### src/rtl/idct_out_serializer.sv
// idct_out_serializer: converts the 64 parallel IDCT outputs into a
// valid/ready sample stream, one block at a time.
// A start token rides a LATENCY-deep shift register. When it emerges, the
// block present on in0..in63 is captured and streamed as 64 beats.
// A block that completes while another is still streaming is dropped and
// flagged on the sticky overrun output.
// Optional feature: define IDCT_SER_ZIGZAG_EN to emit beats in 8x8 zigzag
// scan order. The default build emits them in raster order.
module idct_out_serializer #(
  parameter int LATENCY = 29,
  parameter int WIDTH   = 16
) (
  input  logic                    clk,
  input  logic                    rst,
  input  logic                    start,
  input  logic signed [WIDTH-1:0] in0,  in1,  in2,  in3,  in4,  in5,  in6,  in7,
  input  logic signed [WIDTH-1:0] in8,  in9,  in10, in11, in12, in13, in14, in15,
  input  logic signed [WIDTH-1:0] in16, in17, in18, in19, in20, in21, in22, in23,
  input  logic signed [WIDTH-1:0] in24, in25, in26, in27, in28, in29, in30, in31,
  input  logic signed [WIDTH-1:0] in32, in33, in34, in35, in36, in37, in38, in39,
  input  logic signed [WIDTH-1:0] in40, in41, in42, in43, in44, in45, in46, in47,
  input  logic signed [WIDTH-1:0] in48, in49, in50, in51, in52, in53, in54, in55,
  input  logic signed [WIDTH-1:0] in56, in57, in58, in59, in60, in61, in62, in63,
  output logic signed [WIDTH-1:0] out_data,
  output logic                    out_valid,
  input  logic                    out_ready,
  output logic                    out_last,
  output logic                    busy,
  output logic                    overrun
);

  typedef enum logic {IDLE, STREAM} state_t;

`ifdef IDCT_SER_ZIGZAG_EN
  localparam logic [5:0] ZZ [64] = '{
    6'd0,  6'd1,  6'd8,  6'd16, 6'd9,  6'd2,  6'd3,  6'd10,
    6'd17, 6'd24, 6'd32, 6'd25, 6'd18, 6'd11, 6'd4,  6'd5,
    6'd12, 6'd19, 6'd26, 6'd33, 6'd40, 6'd48, 6'd41, 6'd34,
    6'd27, 6'd20, 6'd13, 6'd6,  6'd7,  6'd14, 6'd21, 6'd28,
    6'd35, 6'd42, 6'd49, 6'd56, 6'd57, 6'd50, 6'd43, 6'd36,
    6'd29, 6'd22, 6'd15, 6'd23, 6'd30, 6'd37, 6'd44, 6'd51,
    6'd58, 6'd59, 6'd52, 6'd45, 6'd38, 6'd31, 6'd39, 6'd46,
    6'd53, 6'd60, 6'd61, 6'd54, 6'd47, 6'd55, 6'd62, 6'd63};
`endif

  // Maps a beat number to the buffer slot that beat emits.
  function automatic logic [5:0] scan(input logic [5:0] k);
`ifdef IDCT_SER_ZIGZAG_EN
    return ZZ[k];
`else
    return k;
`endif
  endfunction

  logic signed [WIDTH-1:0] in_arr [64];
  logic signed [WIDTH-1:0] mem_q  [64];
  logic [LATENCY-1:0]      tok_q;
  state_t                  state_q;
  logic [5:0]              idx_q;
  logic signed [WIDTH-1:0] data_q;
  logic                    valid_q, last_q, busy_q, overrun_q;
  logic                    cap_req, fire, last_fire, capture;

  assign in_arr = '{
    in0,  in1,  in2,  in3,  in4,  in5,  in6,  in7,
    in8,  in9,  in10, in11, in12, in13, in14, in15,
    in16, in17, in18, in19, in20, in21, in22, in23,
    in24, in25, in26, in27, in28, in29, in30, in31,
    in32, in33, in34, in35, in36, in37, in38, in39,
    in40, in41, in42, in43, in44, in45, in46, in47,
    in48, in49, in50, in51, in52, in53, in54, in55,
    in56, in57, in58, in59, in60, in61, in62, in63};

  // A capture is accepted when idle, or when the final beat leaves on the
  // same edge, so back-to-back blocks stream without a bubble.
  assign cap_req   = tok_q[LATENCY-1];
  assign fire      = valid_q & out_ready;
  assign last_fire = fire && (idx_q == 6'd63);
  assign capture   = cap_req && ((state_q == IDLE) || last_fire);

  assign out_data  = data_q;
  assign out_valid = valid_q;
  assign out_last  = last_q;
  assign busy      = busy_q;
  assign overrun   = overrun_q;

  // Token pipeline that mirrors the IDCT depth.
  always_ff @(posedge clk or posedge rst) begin
    if (rst) begin
      tok_q <= '0;
    end else begin
      tok_q[0] <= start;
      for (int i = 1; i < LATENCY; i++) tok_q[i] <= tok_q[i-1];
    end
  end

  // Block buffer; holds pure data, so it needs no reset.
  always_ff @(posedge clk) begin
    if (capture) mem_q <= in_arr;
  end

  // Stream FSM with registered valid/last/busy/data and the sticky overrun flag.
  always_ff @(posedge clk or posedge rst) begin
    if (rst) begin
      state_q   <= IDLE;
      idx_q     <= 6'd0;
      valid_q   <= 1'b0;
      last_q    <= 1'b0;
      busy_q    <= 1'b0;
      overrun_q <= 1'b0;
      data_q    <= '0;
    end else begin
      if (cap_req && !capture) overrun_q <= 1'b1;
      if (capture) begin
        state_q <= STREAM;
        idx_q   <= 6'd0;
        valid_q <= 1'b1;
        last_q  <= 1'b0;
        busy_q  <= 1'b1;
        data_q  <= in_arr[scan(6'd0)];
      end else if (last_fire) begin
        state_q <= IDLE;
        idx_q   <= 6'd0;
        valid_q <= 1'b0;
        last_q  <= 1'b0;
        busy_q  <= 1'b0;
      end else if (fire) begin
        idx_q  <= idx_q + 6'd1;
        last_q <= (idx_q == 6'd62);
        data_q <= mem_q[scan(idx_q + 6'd1)];
      end
    end
  end

endmodule

### config.mk
export PLATFORM = sky130hd
export DESIGN_NAME = idct_out_serializer
export DESIGN_NICKNAME = d
export VERILOG_FILES = /design/src/rtl/idct_out_serializer.sv
export SDC_FILE = /design/constraint.sdc
export NUM_CORES = 1
export LEC_CHECK = 0
export ABC_AREA = 1
export CORE_AREA = 2 2 410 412
export CTS_CLUSTER_SIZE = 14
export DETAILED_ROUTE_END_ITERATION = 10
export DIE_AREA = 0 0 412 414
export REMOVE_ABC_BUFFERS = 1
export SYNTH_ARGS = -nofsm -noshare
export SYNTH_HDL_FRONTEND = slang
export SYNTH_SLANG_ARGS = --single-unit
### constraint.sdc
create_clock -name clk -period 45.3 [get_ports clk]
set_clock_uncertainty 0.2 [all_clocks]
set_input_delay 9.06 -clock clk [delete_from_list [all_inputs] [get_ports clk]]
set_output_delay 9.06 -clock clk [all_outputs]
set_load 0.01 [all_outputs]
==> results.tsv <==
metric	value	unit
nets@finish	5739	
adder-cell share of the synthesized area	0.0573	%
starting density of the core	26.3	%
main combinational cell family by area after synthesis	simple AND/OR/NAND/NOR gates	
Seq pwr share	36.0	%
share of post-route cells with drive strength above 1	5.08	%
core box area	0.166	mm2
Sw Ratio	36.6	%
synth warn	0	
CP Launch Type	input pin	
Critical Path RT	45.46	ns
CP cell instances	clkdlybuf4s50_1 > nand2_1 > inv_1 > nand3_1 > inv_2 > nor2_2 > nor2_4 > buf_12 > buf_4 > buf_4 > buf_4 > buf_4	
Area Growth Syn to Fin	37.7	%
placed insts	6792	
port buffer count	1047	
met3 Track Usage GR	4.38	%
CP max stage delay	0.91	ns
Slew Viols, Final	0	
sequential fraction of the synthesis area	73.5	%
FILL cells	16200	
kind of critical path	in2reg	
row count	150	
Post-Layout Cell Count	7079	
final setup violation count	0	
post-synthesis cell area	0.0437	mm2
mux share of post-synthesis cell area	0	%
crit end category	register	
largest net degree at the start of global routing	180	
met1 usage	22.1	%
family with the most delay on the worst path	buffers and inverters	
combinational power share	33.6	%
failing checks	capacitance limit	
Hold Fails Final Rpt	0	
Synth Area in Compound Gates	5.75	%
dpl hpwl	113	mm
vias in the first global route	31600	
Inserted Clock Buffers	119	
DR iter-0 viols	3134	
#FFs+latches synth	1078	
Crit Path Max Fanout	168	
Clk pwr share	30.3	%
Total Wirelength	160	mm
Worst-Skew Late Latency	0.76	ns
simple-gate share of the synthesized area	16.4	%
area used by multi-input combinational logic	0.00980	mm2
GRT Overall Usage	18.1	%
vias per cell	4.53	
Tcrit/Tclk final	33.0	%
Routed Antenna Nets	0	
Die Area	0.171	mm2
xor-xnor portion of the synthesized cell area	0.0573	%
first-pass GRT wire length	220	mm
# hold bufs at CTS	0	
IO Count	1048	
Buf/Inv on CP	8	
post-cts gate resize count	0	
R2R Path Start	idx_q[0]$_DFFE_PP0P_	
critical path's most frequent cell	buf_4	
CTS H-tree lvls	3	
EDFF count, synth	1024	
global-route met2 utilization	29.1	%
Worst-path clk slew	0.06	ns
Syn Inst Count	3714	
internal power	1.96	mW
clk sinks	1078	
Slew @ Worst Pin	1.47	ns
via count	32100	
RSZ-0062 raised after global routing	no	
Die Span X	412	um
initial antenna violation count	89	
# Max-Cap Violations	1	
CP startpoint	out_ready	
fmax	0.0669	GHz
main flop type after synthesis	edfxtp_1	
outcome	complete, but fails checks	
Async SR Flop Fraction	5.01	%
Post-CTS Setup Bufs	0	
total power	3.09	mW
DR WL/cell	22.6	um
Seq. cell area	0.0321	mm2
Crit-path slowest cell	buf_4	
Pwr Density	51.4	mW/mm2
CP arrival	15.11	ns
Max Buffers Root-to-Sink	3	
clock tree root buffer cell	clkbuf_16	
residual DRC count	0	
Max IR drop VDD	0.0395	mV
Mean Syn Cell Area	11.8	um2
total congestion overflow	0	
leakage	21.4	nW
Vert. Die Dim	414	um
final RePlAce weighted congestion	0.866	
setup_tns	0	ns
crit path time final	14.94	ns
drt first pass iters	6	
Psw	1.13	mW
Yosys cell types	30	
hold path startpoint	tok_q[26]$_DFF_PP0_	
Hold Crit Class	reg2reg	
CTS tree	built	
Most Crowded Layer GR	met2	
Rel. slew slack	0.824	%
## power by group through the flow
stage	clock [mW]	sequential (mW)	combinational, mW
floorplan	0	1.15	0.577
finish	0.937	1.11	1.04
global placement	0	1.13	1.05
global route	0.995	1.12	1.15
CTS	0.960	1.11	1.06
detailed placement	0	1.13	1.06
## state kept, by name, indices dropped and copies added, names as in the netlist
name,count
out_last,1
overrun,1
out_data,16
mem_q,1024
tok_q,29
idx_q,6
busy,1
## final timing paths
path | cells after the start | endpoint | slack (ns)
worst max-delay path | 12 | mem_q[633]$_DFFE_PP_ | 30.36
worst min-delay path | 0 | tok_q[27]$_DFF_PP0_ | 0.14
worst max register to register | 12 | mem_q[633]$_DFFE_PP_ | 37.97
worst min register to register | 0 | tok_q[27]$_DFF_PP0_ | 0.14
max in group asynchronous | 3 | idx_q[0]$_DFFE_PP0P_ | 35.64
min in group asynchronous | 3 | out_data[0]$_DFFE_PP0P_ | 8.67
## per-stage QoR
step	util, %	instance area, um2	setup slack, ns	hold WS (ns)
final	36.2	60200	30.36	0.142
after global routing	36.2	60100	30.01	0.146
after CTS	36.1	60000	30.45	0.144
after detailed placement	33.8	56300	29.60	0.135
after global placement	33.8	56300	29.70	0.133
after floorplan	-	42500	15.69	0.131
## cell families after synthesis
logic type	Yosys count
adders and majority gates	2
buffers and inverters	401
AOI/OAI and AO/OA	459
and+or+nand+nor	1772
DFF	1078
xor gates and xnor gates	2
## area by class of cell
type | instances | area share, %
Timing Repair Buffer | 1097 | 18.2
Clock buffer | 154 | 5.22
Clock inverter | 62 | 0.926
Antenna cell | 71 | 0.295
Tap cell | 2204 | 4.58
Sequential cell | 1078 | 53.4
Inverter | 178 | 1.15
Multi-Input combinational cell | 2235 | 16.3
## per-layer routing
metal	routed length (um)	vias to the layer above
met2	77900	1396
met3	13200	285
li1	-	14900
met5	115	-
met1	62700	15500
met4	6390	20
## layout by cell type (no fill, tap or decap), types with 7 or more instances in the layout
master           instances
o21ai_0                302
bufinv_16                7
inv_1                  169
dfrtp_1                 53
o21ai_1                 65
edfxtp_1              1024
diode_2                 71
clkbuf_16              120
o211ai_1                80
buf_4                   45
clkinv_2                27
nand3_1                385
clkinv_1                16
nor2_1                 624
clkdlybuf4s50_1       1047
clkbuf_1                33
a21oi_1                  7
nand2_1                747
## cell usage after synthesis, types with 2 or more instances
cell type     n  area share (%)
o22ai_1       2           0.029
o211ai_1     80             1.4
ha_1          2           0.057
o21ai_1      65            0.74
dfrtp_1      54             3.1
nand2_1     749             6.4
nor2_1      625             5.4
buf_4         5           0.086
nand3_1     385             4.4
nor2_2        3           0.043
buf_6        23            0.59
or2_2         6           0.086
edfxtp_1   1024              70
inv_2         5           0.043
nand4_1       2           0.029
buf_1        33            0.28
inv_1       172             1.5
buf_2       102             1.2
clkbuf_1     59            0.51
o21ai_0     302             3.5
a21oi_1       7           0.080
(Power assumes the default switching activity.)
